[src/rtl/vga_timing_pkg.sv]
// Shared 640x480 timing constants (clk-cycle horizontal units, line vertical units)
// and the registered output bundle of the sync generator.
package vga_timing_pkg;

    localparam int H_SYNC     = 384;
    localparam int H_BP       = 192;
    localparam int H_DISP     = 2560;
    localparam int H_TOTAL    = 3200;
    localparam int CLK_PER_PX = 4;

    localparam int V_SYNC  = 2;
    localparam int V_BP    = 29;
    localparam int V_DISP  = 480;
    localparam int V_TOTAL = 521;

    localparam int H_W  = 12;
    localparam int V_W  = 10;
    localparam int PX_W = 10;

    localparam int H_VIS_START = H_SYNC + H_BP;
    localparam int H_VIS_END   = H_VIS_START + H_DISP;
    localparam int V_VIS_START = V_SYNC + V_BP;
    localparam int V_VIS_END   = V_VIS_START + V_DISP;
    localparam int PX_SHIFT    = $clog2(CLK_PER_PX);

    typedef struct packed {
        logic            hsync;
        logic            vsync;
        logic            display_en;
        logic [PX_W-1:0] pixel_x;
        logic [PX_W-1:0] pixel_y;
        logic            frame_start;
    } sync_out_t;

endpackage

[src/rtl/vga_sync_timing_if.sv]
// Bundle between the horizontal counter / display path (master) and the sync generator (slave).
interface vga_sync_timing_if;
    import vga_timing_pkg::*;

    logic [H_W-1:0]  h_count;
    logic            line_end;
    logic            hsync;
    logic            vsync;
    logic            display_en;
    logic [PX_W-1:0] pixel_x;
    logic [PX_W-1:0] pixel_y;
    logic [V_W-1:0]  v_count;
    logic            frame_start;

    modport master (
        output h_count, line_end,
        input  hsync, vsync, display_en, pixel_x, pixel_y, v_count, frame_start
    );

    modport slave (
        input  h_count, line_end,
        output hsync, vsync, display_en, pixel_x, pixel_y, v_count, frame_start
    );

endinterface

[src/rtl/vga_v_counter.sv]
// Vertical line counter, advanced by the upstream end-of-line strobe; frame_wrap is high
// while the counter sits on line 0.
module vga_v_counter
    import vga_timing_pkg::*;
(
    input  logic           clk,
    input  logic           reset,
    input  logic           line_end,
    output logic [V_W-1:0] v_count,
    output logic           frame_wrap
);

    always_ff @(posedge clk or posedge reset) begin
        if (reset) begin
            v_count <= '0;
        end else if (line_end) begin
            v_count <= (v_count == V_W'(V_TOTAL - 1)) ? '0 : v_count + 1'b1;
        end
    end

    assign frame_wrap = (v_count == '0);

endmodule

[src/rtl/vga_sync_timing.sv]
// Decodes (h_count, v_count) into registered sync, enable, coordinates and frame-start,
// one clk behind the inputs.
module vga_sync_timing
    import vga_timing_pkg::*;
(
    input logic          clk,
    input logic          reset,
    vga_sync_timing_if.slave bus
);

    logic [V_W-1:0] v_count;
    logic           on_line0;
    logic           h_legal;
    logic           h_vis;
    logic           v_vis;
    sync_out_t      nxt;
    sync_out_t      out_q;

    vga_v_counter u_v_counter (
        .clk        (clk),
        .reset      (reset),
        .line_end   (bus.line_end),
        .v_count    (v_count),
        .frame_wrap (on_line0)
    );

    always_comb begin
        nxt     = '0;
        h_legal = (bus.h_count < H_W'(H_TOTAL));
        h_vis   = h_legal
                  && (bus.h_count >= H_W'(H_VIS_START))
                  && (bus.h_count <  H_W'(H_VIS_END));
        v_vis   = (v_count >= V_W'(V_VIS_START)) && (v_count < V_W'(V_VIS_END));

        // An out-of-range h_count lands above H_SYNC, so hsync idles high for it.
        nxt.hsync       = !(bus.h_count < H_W'(H_SYNC));
        nxt.vsync       = !(v_count < V_W'(V_SYNC));
        nxt.display_en  = h_vis && v_vis;
        nxt.frame_start = on_line0 && (bus.h_count == '0);
        if (h_vis && v_vis) begin
            nxt.pixel_x = PX_W'((bus.h_count - H_W'(H_VIS_START)) >> PX_SHIFT);
            nxt.pixel_y = v_count - V_W'(V_VIS_START);
        end
    end

    always_ff @(posedge clk or posedge reset) begin
        if (reset) begin
            out_q             <= '0;
            out_q.hsync       <= 1'b1;
            out_q.vsync       <= 1'b1;
        end else begin
            out_q <= nxt;
        end
    end

    assign bus.hsync       = out_q.hsync;
    assign bus.vsync       = out_q.vsync;
    assign bus.display_en  = out_q.display_en;
    assign bus.pixel_x     = out_q.pixel_x;
    assign bus.pixel_y     = out_q.pixel_y;
    assign bus.frame_start = out_q.frame_start;
    assign bus.v_count     = v_count;

endmodule
[src/flat_wrapper.sv]
// flat-port wrapper written by rule: the top's interface ports become plain ports
module vga_sync_timing_flat import vga_timing_pkg::*;
  (clk, reset, bus_h_count, bus_line_end, bus_hsync, bus_vsync, bus_display_en, bus_pixel_x, bus_pixel_y, bus_v_count, bus_frame_start);
  vga_sync_timing_if bus_i ();
  input logic clk;
  input logic reset;
  input wire logic [$bits(bus_i.h_count)-1:0] bus_h_count;
  input wire logic [$bits(bus_i.line_end)-1:0] bus_line_end;
  output wire logic [$bits(bus_i.hsync)-1:0] bus_hsync;
  output wire logic [$bits(bus_i.vsync)-1:0] bus_vsync;
  output wire logic [$bits(bus_i.display_en)-1:0] bus_display_en;
  output wire logic [$bits(bus_i.pixel_x)-1:0] bus_pixel_x;
  output wire logic [$bits(bus_i.pixel_y)-1:0] bus_pixel_y;
  output wire logic [$bits(bus_i.v_count)-1:0] bus_v_count;
  output wire logic [$bits(bus_i.frame_start)-1:0] bus_frame_start;
  assign bus_i.h_count = bus_h_count;
  assign bus_i.line_end = bus_line_end;
  assign bus_hsync = bus_i.hsync;
  assign bus_vsync = bus_i.vsync;
  assign bus_display_en = bus_i.display_en;
  assign bus_pixel_x = bus_i.pixel_x;
  assign bus_pixel_y = bus_i.pixel_y;
  assign bus_v_count = bus_i.v_count;
  assign bus_frame_start = bus_i.frame_start;
  vga_sync_timing u_core (.clk(clk), .reset(reset), .bus(bus_i));
endmodule
[config.mk]
export PLATFORM = sky130hd
export DESIGN_NAME = vga_sync_timing_flat
export DESIGN_NICKNAME = d
export VERILOG_FILES = /design/src/rtl/vga_timing_pkg.sv /design/src/rtl/vga_sync_timing_if.sv /design/src/rtl/vga_v_counter.sv /design/src/rtl/vga_sync_timing.sv /design/src/flat_wrapper.sv
export SDC_FILE = /design/constraint.sdc
export NUM_CORES = 1
export LEC_CHECK = 0
export CORE_MARGIN = 3
export CORE_UTILIZATION = 30
export CTS_CLUSTER_DIAMETER = 40
export DETAILED_ROUTE_END_ITERATION = 7
export GPL_TIMING_DRIVEN = 1
export PLACE_DENSITY_LB_ADDON = 0.25
export SYNTH_ARGS = -nofsm -noshare
export SYNTH_HDL_FRONTEND = slang
export SYNTH_SLANG_ARGS = --single-unit
[constraint.sdc]
create_clock -name clk -period 4.55 [get_ports clk]
set_input_delay 1.1375 -clock clk [delete_from_list [all_inputs] [get_ports clk]]
set_output_delay 1.1375 -clock clk [all_outputs]
set_load 0.05 [all_outputs]
# == Word-level counts from Yosys, hierarchy flattened ==
# Cells that the tools add are included.
# W data, S select, Z words.
# op_classes
add_sub_neg,3
n_lt_le_gt_ge,7
eq_ne,1
muxes,2
reduce_logical,9
# ops
cell,count
$lt A12 B12 Y1 const B,2
$mux W20,1
$ge A12 B10 Y1 const B,1
$logic_not A12 Y1,1
$lt A12 B9 Y1 const B,1
$sub A12 B10 Y12 const B,1
$add A10 B1 Y10 const B,1
$eq A10 B10 Y1 const B,1
$ge A10 B5 Y1 const B,1
$logic_not A10 Y1,1
$lt A10 B2 Y1 const B,1
$lt A10 B9 Y1 const B,1
$mux W10,1
$sub A10 B5 Y10 const B,1
$logic_and A1 B1 Y1,5
$logic_not A1 Y1,2
# word_totals
reg_bits,34
inputBits,15
out_inout_bits,34

# == Longest topological paths before layout ==
# Gate-level depths: netlist (run 1).
# depth
ltp_word,5
mapped_depth,7

# == Modules after synthesis ==
# From an unflattened synthesis (run 1), not the netlist that was laid out.
# unflattened
cells_unflattened,155
hier_area_um2,1622.8
# by_module_without_submodules
mod,n_inst,cells_per_inst,area_per_inst_um2
vga_sync_timing,1,103,1081.0
vga_v_counter,1,52,541.8

# == Least setup slack after synthesis (run 1) ==
# Ideal clock, no wire load.
# synth_path
kind,input port to flip-flop
startpoint,input bus_h_count[7]
endpoint,"register u_core.out_q, in the netlist u_core.bus.pixel_y[8]"
setup_time_ns,0.094
t_arrival_ns,2.459
t_required_ns,4.456
path_slack_ns,1.997
stages,7
path_cell_list,inv_1 > ha_1 > nand2b_1 > o311a_1 > a311o_1 > clkbuf_1 > a211oi_1
# synth_rtl
element,line_no,rtl
start: declaration,flat_wrapper.sv:7,input wire logic [$bits(bus_i.h_count)-1:0] bus_h_count;
end signal: assignment,vga_sync_timing.sv:52,out_q <= nxt;
end: declaration,vga_sync_timing.sv:17,sync_out_t out_q;

==> metrics.yaml, run 1 <==
final_nets: 220
yosys_warnings: 0
synth_area_um2: 1570
wirelength_um: 3470
dp_slack_ns: 1.22
required_ns: 4.72
avgRoutedWirePerCell_um: 12.9
stdcell_count: 268
cts_buffers: 5
vias: 1228
antenna_left: 0
gp_congestion: 0.783
rsz0062_at_grt: "false"
cp.arrival_ns: 3.20
ir_drop_v: 0.000353
nFillCells: 492
p_int_mw: 0.735
grt_pass1_wl_um: 5960
die-area_um2: 6150
worst_r2r_path_depth: 3
finalMaxSlewViolations: 0
htree_levels: 2
yosysSeqAreaShare: 0.542
gr-total-overflow: 0
drv_cap: 0
fin_crit_sh: 0.666
synth_seq_cells: 34
pwr-share-clk: 0.167
layout_common_cells: "clkdlybuf4s50_1 (48), dfrtp_1 (32), nor3_1 (23), inv_1 (11), nand2_1 (11)"
p_leak_nw: 0.951
setup_tns_ns: 0
initial_utilization: 0.323
holdPathEnd: "u_core.bus.pixel_y[0]"
skew_ns: 0.0118
worstSetupPathType: "in2reg"
hold_path_class: "reg2reg"
cts_tree: "yes"
post_cts_buffers: 0
port_buffers: 48
clock.fmax_ghz: 0.330
clockRootBuffer: "clkbuf_8"
syn_nets: 173
cts_sinks: 34
antenna_found_initial: 0
final_common_cell: "clkdlybuf4s50_1"
p_seq_frac: 0.332
core_area_um2: 4880
drtIter0Drc: 58
dr.pass1.iters: 4
synth_edf_count: 0
yosysTopAreaCell: "dfrtp_1"
clk_latency_ns: 0.28
cts_repair_resize_count: 0
setup_violations: 0
hold_ws_ns: 0.587
critPathMaxFanout: 21
post-route-drc-count: 0
min_period_ns: 3.03
track_usage: 0.123
hold_buffers: 0
synthCells: 153
slowest_stage: "a311o_1"
combPwrFrac: 0.501
max_stage_delay_ns: 0.58
die_height_um: 78.4
vias_per_cell: 4.58
dieWidth_um: 78.4
synth_top_area_frac: 0.509
cp_cell_sequence: "clkdlybuf4s50_1, inv_1, ha_1, nand2b_1, o311a_1, a311o_1, a211oi_1"
synth-main-ff-cell: "dfrtp_1"
timing.rr.start: "u_core.u_v_counter.v_count[6]"
r2r-end: "u_core.bus.vsync"
power.density_nw_per_um2: 617
dp_cells: 260
setup_ws_ns: 1.52
status: "finished, final reports clean"
synth_cell_types: 31
sw_frac_of_total: 0.459
yosys-top-cells-area: "dfrtp_1 (51%), nor3_1 (7.3%), xnor2_1 (5.6%)"
clock_path_buffers: 2
grt_pass1_vias: 1233
drive_above_1_share: 0.0796
avgSynthCellArea_um2: 10.3
area_delta_synth_final_pct: 39.8
clk_pin_slew_ns: 0.08
hold_start: "u_core.u_v_counter.v_count[0]"
p_switching_mw: 0.623
hold_viol_final: 0
io_pins: 49
rrSetupSlack_ns: 2.63
async_flop_share: 1.00
utilization: 0.451
max_slew_margin: 0.472
multiInputGateArea_um2: 632
cp-end-kind: "register"
placementRows: 25
worstMarginPinSlew_ns: 0.792
grt_max_degree: 35
seqCellArea_um2: 853
dp_hpwl_um: 2560
start_kind: "input port"
antennaDiodeCount: 0
min_path_cells: 1
[critical path, delay by kind of cell]
family | cells | cell delay [ns]
buffers and inverters | 2 | 0.58
and+or+nand+nor | 1 | 0.08
AOI/OAI and AO/OA | 3 | 1.20
adders and majority gates | 1 | 0.19
[power by group through the flow]
stage                     combinational (mW)  sequential [mW]  clock (mW)
after floorplan                        0.207            0.714           0
after global placement                 0.683            0.459           0
after detailed placement               0.686            0.457           0
after CTS                              0.688            0.453       0.235
after global routing                   0.722            0.468       0.249
final                                  0.681            0.452       0.226
[per-layer routing]
layer | vias up | wire [µm] | global-route usage
li1 | 618 | - | -
met1 | 572 | 1620 | 0.155
met2 | 29 | 1630 | 0.200
met3 | 9 | 158 | 0.0321
met4 | 0 | 59 | 0.0472
met5 | - | 0 | 0
[per-stage QoR]
| stage | area, µm² | total power, mW |
|---|---|---|
| after global placement | 2110 | 1.14 |
| after CTS | 2200 | 1.38 |
| final | 2200 | 1.36 |
| after detailed placement | 2110 | 1.14 |
| after global routing | 2200 | 1.44 |
| after floorplan | 1570 | 0.921 |
[worst max-delay path by stage]
stage	start	endpoint	slack (ns)	depth (start not counted)
2_1_floorplan	bus_h_count[7]	u_core.bus.pixel_y[8]	2.00	7
4_1_cts	bus_h_count[7]	u_core.bus.pixel_y[8]	1.51	7
3_5_place_dp	bus_h_count[7]	u_core.bus.pixel_y[8]	1.22	7
5_1_grt	bus_h_count[7]	u_core.bus.pixel_y[9]	1.34	7
6_report	bus_h_count[7]	u_core.bus.pixel_y[8]	1.52	7
3_3_place_gp	bus_h_count[7]	u_core.bus.pixel_y[9]	1.31	7
[cell type report]
cell class              instances  area share
multi-input cells              98       0.287
repair buffers                 50       0.225
clock buffers                   6      0.0375
inverters                      11      0.0188
flip-flops and latches         34       0.388
well taps                      67      0.0381
clock inverters                 2     0.00569
[cells in the mapped netlist (all sizes together), types with 2 or more instances]
| master | n |
|---|---|
| nand3 | 7 |
| or3 | 3 |
| a21oi | 2 |
| mux2i | 2 |
| xnor2 | 10 |
| nor4 | 5 |
| nor2 | 6 |
| clkbuf | 7 |
| inv | 11 |
| xor2 | 6 |
| dfstp | 2 |
| o21ai | 3 |
| dfrtp | 32 |
| nor3 | 23 |
| ha | 5 |
| nand2 | 11 |
| nand4 | 4 |
| buf | 3 |
[kinds of logic (layout without fill, tap and decap cells)]
family,after synthesis,in the layout,synth area share
adder cells (fa/ha/maj),5,5,0.0397
multiplexers,2,2,0.0127
XOR/XNOR,16,16,0.0890
buffers and inverters,21,69,0.0564
AO/OA/AOI/OAI,11,11,0.0477
AND/OR/NAND/NOR,64,64,0.212
flip-flops,34,34,0.542
[state kept, by name, indices dropped and copies added (netlist names)]
name and count:
u_core.bus.pixel_y 10, u_core.bus.pixel_x 10, u_core.bus.hsync 1, u_core.bus.frame_start 1, u_core.u_v_counter.v_count 10, u_core.bus.vsync 1, u_core.bus.display_en 1
No activity file was read; power rests on OpenSTA's default activity.
==> inputs of run 2 (changes only) <==
clock period = 2.9 ns   (was 4.55 ns; I/O delays follow)
==> run 2 against run 1 <==
Net effect: design area is 2.8% higher; register-to-register slack worse by 1.7 ns; flip-flop and latch count stayed put; final cell count is 0.75% higher; global-route usage is 0.92 points higher; sequential power is 58% higher; first-iteration DRC count is 28% lower; largest cell class unchanged; highest routed layer unchanged.
==> metrics.yaml, run 2 (synthesis gave the netlist of run 1 again) <==
post-route-drc-count: 0
place_area_um2: 2120
finalMaxSlewViolations: 0
core_area_um2: 4880
power_mw: 2.33
clockRootBuffer: "clkbuf_8"
avgRoutedWirePerCell_um: 13.6
cts_repair_resize_count: 0
die_height_um: 78.4
drtIter0Drc: 42
nFillCells: 496
hold_start: "u_core.u_v_counter.v_count[8]"
setup_tns_ns: 0
gp_congestion: 0.755
grt_use_met1: 0.181
cp.arrival_ns: 2.82
clock_path_buffers: 2
required_ns: 3.10
rrSetupSlack_ns: 0.98
power.density_nw_per_um2: 1030
htree_levels: 2
cts_sinks: 34
die-area_um2: 6150
placementRows: 25
grt_util_met3: 0.0356
antenna_left: 0
antennaDiodeCount: 0
worstMarginPinSlew_ns: 0.559
worstSetupPathType: "in2reg"
grt.busiest_layer: "met2"
rsz0062_at_grt: "false"
cts_tree: "yes"
fin_area_um2: 2260
skew_ns: 0.00880
gr-usage-met2: 0.199
worst_r2r_path_depth: 3
antenna_found_initial: 0
wirelength_um: 3660
critPathMaxFanout: 14
clock.fmax_ghz: 0.381
track_usage: 0.132
hold_path_class: "reg2reg"
layout_common_cells: "clkdlybuf4s50_1 (48), dfrtp_1 (32), nor3_1 (23), inv_1 (11), nand2_1 (11)"
drive_above_1_share: 0.0887
max_slew_margin: 0.627
io_pins: 49
dieWidth_um: 78.4
status: "finished, final reports clean"
holdPathEnd: "u_core.u_v_counter.v_count[8]"
cp-end-kind: "register"
grt_pass1_vias: 1250
min_period_ns: 2.63
vias_per_cell: 4.60
grt_max_degree: 35
clk_pin_slew_ns: 0.07
final_nets: 222
start_kind: "input port"
min_path_cells: 1
vias: 1242
dr.pass1.iters: 4
hold_viol_final: 0
timing.rr.start: "u_core.u_v_counter.v_count[6]"
ir_drop_v: 0.000525
fin_crit_sh: 0.906
gr-total-overflow: 0
cts_buffers: 5
hold_buffers: 0
p_leak_nw: 0.985
final_common_cell: "clkdlybuf4s50_1"
r2r-end: "u_core.bus.frame_start"
grt_pass1_wl_um: 6260
initial_utilization: 0.323
dp_hpwl_um: 2680
drv_cap: 0
setup_violations: 0
area_delta_synth_final_pct: 43.8
post_cts_buffers: 0
port_buffers: 48
clk_latency_ns: 0.29
run 2: routing by layer:
layer,share of wire,wire length [µm]
met5,0,0
met4,0.012,43
met3,0.041,150
met2,0.48,1750
met1,0.47,1720
run 2: worst max-delay path: stages:
cell,delay [ns]
clkdlybuf4s50_1,0.47
inv_1,0.12
ha_1,0.20
nand2b_1,0.08
o311a_1,0.28
a311o_1,0.51
buf_4,0.25
nor3_1,0.17
run 2: metrics by stage:
step,hold WS (ns),utilization,setup WS [ns],std cells
6_report,0.588,0.464,0.273,270
3_3_place_gp,0.572,0.435,0.0842,262
5_1_grt,0.611,0.464,0.151,270
2_1_floorplan,0.798,-,0.759,153
4_1_cts,0.595,0.464,0.269,270
3_5_place_dp,0.584,0.435,-0.0165,262
run 2: power by group:
group / switching (mW) / total (mW) / leakage, nW / internal [mW]
Clock: 0.171 / 0.537 / 0.0714 / 0.367
Sequential: 0.115 / 0.714 / 0.441 / 0.599
Combinational: 0.708 / 1.07 / 0.473 / 0.366
run 2: layout make-up:
class / count / area [µm²] / area share
Timing Repair Buffer: 52 / 510 / 0.226
Clock buffer: 6 / 82.6 / 0.0365
Sequential cell: 34 / 853 / 0.377
Clock inverter: 2 / 60.1 / 0.0265
Tap cell: 67 / 83.8 / 0.0370
Inverter: 11 / 41.3 / 0.0182
Multi-Input combinational cell: 98 / 632 / 0.279
run 2: how the worst max path moves through the flow:
stage,start,to
after floorplan,bus_h_count[7],u_core.bus.pixel_y[8]
after detailed placement,bus_h_count[6],u_core.bus.pixel_x[8]
after global routing,bus_h_count[6],u_core.bus.pixel_x[5]
after CTS,bus_h_count[6],u_core.bus.pixel_x[8]
after global placement,bus_h_count[7],u_core.bus.pixel_x[8]
final,bus_h_count[6],u_core.bus.pixel_x[8]
